File: config.mk
export PLATFORM = sky130hd
export DESIGN_NAME = data_sramlike_wbuf_bridge_flat
export DESIGN_NICKNAME = d
export VERILOG_FILES = /design/src/rtl/data_sramlike_wbuf_bridge_if.sv /design/src/rtl/data_sramlike_wbuf_bridge.sv /design/src/flat_wrapper.sv
export SDC_FILE = /design/constraint.sdc
export NUM_CORES = 1
export LEC_CHECK = 0
export CORE_ASPECT_RATIO = 0.5
export CORE_UTILIZATION = 49
export DETAILED_ROUTE_END_ITERATION = 6
export PLACE_DENSITY_LB_ADDON = 0.05
export REMOVE_ABC_BUFFERS = 1
export SLEW_MARGIN = 20
export SYNTH_ARGS = -nofsm -noshare
export SYNTH_HDL_FRONTEND = slang
export SYNTH_SLANG_ARGS = --single-unit
File: constraint.sdc
create_clock -name clk -period 2.8 [get_ports clk]
set_input_delay 0.56 -clock clk [delete_from_list [all_inputs] [get_ports clk]]
set_output_delay 0.56 -clock clk [all_outputs]
set_load 0.01 [all_outputs]
File: src/rtl/data_sramlike_wbuf_bridge_if.sv
// rtl/data_sramlike_wbuf_bridge_if.sv - SRAM-like data bus between the bridge and the interconnect
// One outstanding transaction; address and data phases handshake separately.
interface data_sramlike_wbuf_bridge_if #(
  parameter int ADDR_W = 32
);
  logic              data_req;
  logic              data_wr;
  logic [1:0]        data_size;
  logic [ADDR_W-1:0] data_addr;
  logic [31:0]       data_wdata;
  logic [31:0]       data_rdata;
  logic              data_addr_ok;
  logic              data_data_ok;

  modport master (
    output data_req, data_wr, data_size, data_addr, data_wdata,
    input  data_rdata, data_addr_ok, data_data_ok
  );

  modport slave (
    input  data_req, data_wr, data_size, data_addr, data_wdata,
    output data_rdata, data_addr_ok, data_data_ok
  );
endinterface

File: src/rtl/data_sramlike_wbuf_bridge.sv
// rtl/data_sramlike_wbuf_bridge.sv - CPU data SRAM port to SRAM-like bus master with posted write buffer
// Stores retire from a FIFO in the background; loads wait for the FIFO and bus to drain.
module data_sramlike_wbuf_bridge #(
  parameter int ADDR_W     = 32,
  parameter int WBUF_DEPTH = 4
) (
  input  logic                          clk,
  input  logic                          rst,
  input  logic                          data_sram_en,
  input  logic [3:0]                    data_sram_wen,
  input  logic [ADDR_W-1:0]             data_sram_addr,
  input  logic [31:0]                   data_sram_wdata,
  output logic [31:0]                   data_sram_rdata,
  output logic                          d_stall,
  input  logic                          longest_stall,
  data_sramlike_wbuf_bridge_if.master   bus,
  output logic [$clog2(WBUF_DEPTH):0]   wbuf_count
);

  localparam int PTR_W = $clog2(WBUF_DEPTH);
  localparam int CNT_W = PTR_W + 1;

  typedef enum logic [1:0] {
    IDLE = 2'd0,
    REQ  = 2'd1,
    WAIT = 2'd2
  } state_t;

  state_t            state_q, state_d;

  logic [ADDR_W-1:0] fifo_addr_q [WBUF_DEPTH];
  logic [31:0]       fifo_data_q [WBUF_DEPTH];
  logic [1:0]        fifo_size_q [WBUF_DEPTH];
  logic [PTR_W-1:0]  wr_ptr_q, rd_ptr_q;
  logic [CNT_W-1:0]  count_q;

  logic              wr_taken_q, rd_done_q;
  logic              cmd_wr_q, cmd_wr_d;
  logic [1:0]        cmd_size_q, cmd_size_d;
  logic [ADDR_W-1:0] cmd_addr_q, cmd_addr_d;
  logic [31:0]       cmd_wdata_q, cmd_wdata_d;
  logic [31:0]       rdata_q;

  logic              is_store, is_load, full, empty;
  logic              enq, deq, rd_fin, done;
  logic [1:0]        store_size;

  assign is_store = |data_sram_wen;
  assign is_load  = data_sram_en & ~is_store;
  assign full     = (count_q == CNT_W'(WBUF_DEPTH));
  assign empty    = (count_q == '0);
  assign enq      = data_sram_en & is_store & ~wr_taken_q & ~full;

  assign done   = ((state_q == REQ) & bus.data_addr_ok & bus.data_data_ok) |
                  ((state_q == WAIT) & bus.data_data_ok);
  assign deq    = done & cmd_wr_q;
  assign rd_fin = done & ~cmd_wr_q;

  assign d_stall = data_sram_en & ((~is_store & ~rd_done_q) |
                                   (is_store & ~wr_taken_q & ~enq));

  always_comb begin
    case (data_sram_wen)
      4'b0001, 4'b0010, 4'b0100, 4'b1000: store_size = 2'd0;
      4'b0011, 4'b1100:                   store_size = 2'd1;
      default:                            store_size = 2'd2;
    endcase
  end

  // Buffered writes win over a pending load, which keeps loads behind older stores.
  always_comb begin
    state_d     = state_q;
    cmd_wr_d    = cmd_wr_q;
    cmd_size_d  = cmd_size_q;
    cmd_addr_d  = cmd_addr_q;
    cmd_wdata_d = cmd_wdata_q;
    case (state_q)
      IDLE: begin
        if (!empty) begin
          cmd_wr_d    = 1'b1;
          cmd_size_d  = fifo_size_q[rd_ptr_q];
          cmd_addr_d  = fifo_addr_q[rd_ptr_q];
          cmd_wdata_d = fifo_data_q[rd_ptr_q];
          state_d     = REQ;
        end else if (is_load && !rd_done_q) begin
          cmd_wr_d    = 1'b0;
          cmd_size_d  = 2'd2;
          cmd_addr_d  = data_sram_addr;
          cmd_wdata_d = '0;
          state_d     = REQ;
        end
      end
      REQ: begin
        if (bus.data_addr_ok) begin
          state_d = bus.data_data_ok ? IDLE : WAIT;
        end
      end
      WAIT: begin
        if (bus.data_data_ok) begin
          state_d = IDLE;
        end
      end
      default: state_d = IDLE;
    endcase
  end

  always_ff @(posedge clk) begin
    if (rst) begin
      state_q     <= IDLE;
      wr_ptr_q    <= '0;
      rd_ptr_q    <= '0;
      count_q     <= '0;
      wr_taken_q  <= 1'b0;
      rd_done_q   <= 1'b0;
      cmd_wr_q    <= 1'b0;
      cmd_size_q  <= 2'd0;
      cmd_addr_q  <= '0;
      cmd_wdata_q <= '0;
      rdata_q     <= '0;
    end else begin
      state_q     <= state_d;
      cmd_wr_q    <= cmd_wr_d;
      cmd_size_q  <= cmd_size_d;
      cmd_addr_q  <= cmd_addr_d;
      cmd_wdata_q <= cmd_wdata_d;
      // Holding the flag while the stage is stalled stops a held store from re-enqueuing.
      wr_taken_q  <= (enq | wr_taken_q) & longest_stall;
      if (rd_fin) begin
        rd_done_q <= 1'b1;
        rdata_q   <= bus.data_rdata;
      end else if (!longest_stall) begin
        rd_done_q <= 1'b0;
      end
      if (enq) begin
        wr_ptr_q <= wr_ptr_q + PTR_W'(1);
      end
      if (deq) begin
        rd_ptr_q <= rd_ptr_q + PTR_W'(1);
      end
      case ({enq, deq})
        2'b10:   count_q <= count_q + CNT_W'(1);
        2'b01:   count_q <= count_q - CNT_W'(1);
        default: count_q <= count_q;
      endcase
    end
  end

  always_ff @(posedge clk) begin
    if (enq) begin
      fifo_addr_q[wr_ptr_q] <= data_sram_addr;
      fifo_data_q[wr_ptr_q] <= data_sram_wdata;
      fifo_size_q[wr_ptr_q] <= store_size;
    end
  end

  assign bus.data_req   = (state_q == REQ);
  assign bus.data_wr    = cmd_wr_q;
  assign bus.data_size  = cmd_size_q;
  assign bus.data_addr  = cmd_addr_q;
  assign bus.data_wdata = cmd_wdata_q;

  assign data_sram_rdata = rdata_q;
  assign wbuf_count      = count_q;

endmodule

File: src/flat_wrapper.sv
// flat-port wrapper written by rule: the top's interface ports become plain ports
module data_sramlike_wbuf_bridge_flat 
#(
  parameter int ADDR_W     = 32,
  parameter int WBUF_DEPTH = 4
)
  (clk, rst, data_sram_en, data_sram_wen, data_sram_addr, data_sram_wdata, data_sram_rdata, d_stall, longest_stall, wbuf_count, bus_data_req, bus_data_wr, bus_data_size, bus_data_addr, bus_data_wdata, bus_data_rdata, bus_data_addr_ok, bus_data_data_ok);
  data_sramlike_wbuf_bridge_if #(.ADDR_W(ADDR_W)) bus_i ();
  input  logic clk;
  input  logic rst;
  input  logic data_sram_en;
  input  logic [3:0] data_sram_wen;
  input  logic [ADDR_W-1:0] data_sram_addr;
  input  logic [31:0] data_sram_wdata;
  output logic [31:0] data_sram_rdata;
  output logic d_stall;
  input  logic longest_stall;
  output logic [$clog2(WBUF_DEPTH):0] wbuf_count;
  output wire logic [$bits(bus_i.data_req)-1:0] bus_data_req;
  output wire logic [$bits(bus_i.data_wr)-1:0] bus_data_wr;
  output wire logic [$bits(bus_i.data_size)-1:0] bus_data_size;
  output wire logic [$bits(bus_i.data_addr)-1:0] bus_data_addr;
  output wire logic [$bits(bus_i.data_wdata)-1:0] bus_data_wdata;
  input wire logic [$bits(bus_i.data_rdata)-1:0] bus_data_rdata;
  input wire logic [$bits(bus_i.data_addr_ok)-1:0] bus_data_addr_ok;
  input wire logic [$bits(bus_i.data_data_ok)-1:0] bus_data_data_ok;
  assign bus_data_req = bus_i.data_req;
  assign bus_data_wr = bus_i.data_wr;
  assign bus_data_size = bus_i.data_size;
  assign bus_data_addr = bus_i.data_addr;
  assign bus_data_wdata = bus_i.data_wdata;
  assign bus_i.data_rdata = bus_data_rdata;
  assign bus_i.data_addr_ok = bus_data_addr_ok;
  assign bus_i.data_data_ok = bus_data_data_ok;
  data_sramlike_wbuf_bridge #(.ADDR_W(ADDR_W), .WBUF_DEPTH(WBUF_DEPTH)) u_core (.clk(clk), .rst(rst), .data_sram_en(data_sram_en), .data_sram_wen(data_sram_wen), .data_sram_addr(data_sram_addr), .data_sram_wdata(data_sram_wdata), .data_sram_rdata(data_sram_rdata), .d_stall(d_stall), .longest_stall(longest_stall), .bus(bus_i), .wbuf_count(wbuf_count));
endmodule
==> impl_metrics.ini <==
[place]
gp_congestion = 0.765
numPortBuffers = 209
dp_hpwl_um = 20700
pre_cts_ws_ns = -0.128

[timing]
fin_crit_sh_pct = 92.0
tightest_slew_ns = 0.733
fin_skew_ns = 0.0211
fin_ws_ns = 0.224
drv_slew = 0
finalSetupViolations = 0
finalHoldViolations = 0
grt_setup_unrepaired = no
period_minus_slack_ns = 2.58
fmax_mhz = 388
slew_headroom_pct = 51.1

[setup_path]
end_kind = output port
cp.arrival_ns = 2.02
cp_max_fo = 3
critPathKind = in2out
cp-start-kind = primary input
critPathRequiredTime_ns = 2.24
worst_path_most_repeated_cell = buf_4
worstPathCellList = clkdlybuf4s50_1, nor4_4, buf_4, buf_4, o31ai_1, dlygate4sd2_1
slowest_stage = clkdlybuf4s50_1
critPathMaxStageDelay_ns = 0.46

[floorplan]
dieWidth_um = 246
core_area_um2 = 29100
start_util_pct = 50.1
placementRows = 44
num_io_pins = 210
die-area_um2 = 30500
die_h_um = 124

[clock_network]
h-tree-depth = 2
clkTransAtPathRegs_ns = 0.07
cts-root-buf = clkbuf_16
clk_latency_ns = 0.53
cts.path.max_buffers = 3
clock_sinks = 376
cts_tree = done
cts_buffers = 34

[route]
wl_per_cell_um = 22.5
firstDrtPassIters = 5
drtIter0Drc = 761
via_per_inst = 5.81
vias = 9029
drc = 0
detail-route-antenna-nets = 0
drt_wl_total_um = 34900

[power]
p_leak_nw = 5.98
finalPower_w = 0.0132
powerDensity_nw_per_um2 = 713
vdd_drop_max_v = 0.000472

[yosys]
synth_edf_count = 264
ys_ff_latch = 376
synth-main-ff-cell = edfxtp_1
avgSynthCellArea_um2 = 15.8
yosysUniqueCellTypes = 47
async_reset_ff_share_pct = 0
yosysSeqAreaShare_pct = 69.7
syn-instance-count = 923
synth_area_um2 = 14600
yosysWarnings = 0

[grt]
antenna_found_initial = 1
grt_remaining_overflow = 0
grt_pass1_wl_um = 52900
grt_pass1_vias = 9046
grt.total_usage_pct = 23.1
grt_max_degree = 58

[worst_hold_path]
hp-class = reg2reg

[layout]
syn_to_final_growth_pct = 26.7
nets = 1249
nFillCells = 2123
drive_above_1_share_pct = 15.8
diodes = 0

[status]
status = completed

[job]
maxCapViolCount = 0
-- cell usage after synthesis, drive strengths merged, types with 3 or more instances --
library cell	number	area, um2
a211oi	4	35.0
a21oi	38	190
a221oi	32	280
a311oi	32	280
and2	5	31.3
buf	32	189
clkbuf	46	173
dfxtp	112	2240
edfxtp	264	7930
ha	5	62.6
inv	9	33.8
mux2	3	33.8
mux2i	32	320
mux4	66	1490
nand2	130	488
nand3	33	165
nor2	9	33.8
nor2b	5	31.3
o221ai	33	289
o31ai	3	22.5
-- registers in the layout, indices dropped and copies added (netlist names), named ones only --
name	count
u_core.rd_ptr_q	2
u_core.wbuf_count	3
u_core.data_sram_rdata	32
u_core.wr_taken_q	1
u_core.bus.data_size	2
u_core.state_q	2
u_core.fifo_addr_q	128
u_core.fifo_data_q	128
u_core.wr_ptr_q	2
u_core.bus.data_wr	1
u_core.fifo_size_q	8
u_core.bus.data_wdata	32
u_core.rd_done_q	1
u_core.bus.data_addr	32
-- cell families (layout without fill, tap and decap cells) --
kind of cell,Yosys count,in the layout,synth area share (%)
buffers and inverters,87,326,2.71
DFF,376,376,69.7
xor gates and xnor gates,3,3,0.180
AOI/OAI and AO/OA,150,150,8.04
adders and majority gates,6,6,0.566
muxes,101,101,12.6
and+or+nand+nor,200,200,6.17
-- power breakdown --
| group | switching (W) | internal [W] | leakage, nW |
|---|---|---|---|
| logic | 0.00113 | 0.000987 | 2.12 |
| registers | 0.000179 | 0.00633 | 3.33 |
| clock network | 0.00198 | 0.00256 | 0.524 |
-- area by class of cell --
class | count | area (um2) | share of cell area, %
timing repair buffer | 256 | 2640 | 14.3
sequential | 376 | 10200 | 55.1
multi-input combinational | 460 | 4070 | 22.0
clock buffer | 53 | 1000 | 5.43
clock inverter | 8 | 65.1 | 0.352
tap | 391 | 489 | 2.65
inverter | 9 | 33.8 | 0.183
-- per-layer routing --
metal	wire length, um	track usage [%]	vias up
met5	13	0	-
met4	432	5.63	2
met3	2300	4.44	38
met2	16800	37.2	289
met1	15400	32.7	4617
li1	-	-	4083
-- worst max-delay path: cells and delay by family --
family	cells	cell delay (ns)
AO/OA/AOI/OAI	1	0.06
buffers and inverters	4	1.04
AND/OR/NAND/NOR	1	0.36
-- path summary, 6_finish.rpt --
| path | startpoint | to | slack (ns) | cells after the start |
|---|---|---|---|---|
| setup / recovery | data_sram_wen[1] | d_stall | 0.22 | 6 |
| hold / removal | u_core.data_sram_rdata[13]$_SDFFE_PP0P_ | u_core.data_sram_rdata[13]$_SDFFE_PP0P_ | 0.46 | 2 |
| hold reg to reg | u_core.data_sram_rdata[13]$_SDFFE_PP0P_ | u_core.data_sram_rdata[13]$_SDFFE_PP0P_ | 0.46 | 2 |
| setup reg to reg | u_core.state_q[1]$_SDFFE_PP0P_ | u_core.wbuf_count[2]$_SDFFE_PP0P_ | 0.25 | 8 |
-- repair_timing --
item                       in CTS  in global routing
hold buffers                    0                  0
buffers inserted                2                  0
setup endpoints to repair       1                  0
resized for setup               2                  0
-- through the flow --
stage	hold WS, ns	std cells	util (%)	setup TNS (ns)	area, um2
after floorplan	0.472	845	-	-213.05	14200
after global placement	0.441	1490	59.7	-0.0889	17400
after detailed placement	0.449	1490	59.7	-0.206	17400
after CTS	0.458	1553	63.5	0	18500
after global routing	0.479	1553	63.5	0	18500
final	0.456	1553	63.5	0	18500
-- cell usage in the layout (no fill, tap or decap), types with 3 or more instances in the layout --
master / n
clkdlybuf4s50_1: 207
mux2_2: 3
nand3_1: 33
a21oi_1: 38
clkbuf_1: 12
and2_4: 4
mux2i_1: 32
nor2b_1: 5
nand2_1: 130
clkbuf_8: 6
nor2_1: 8
dfxtp_1: 109
clkinv_2: 3
buf_4: 32
mux4_2: 66
a221oi_1: 32
o31ai_1: 3
clkinv_1: 3
ha_1: 5
a311oi_1: 32
a211oi_1: 3
edfxtp_1: 264
inv_1: 8
buf_12: 16
clkbuf_16: 35
o221ai_1: 33
Power figures use the tool's default switching activity.
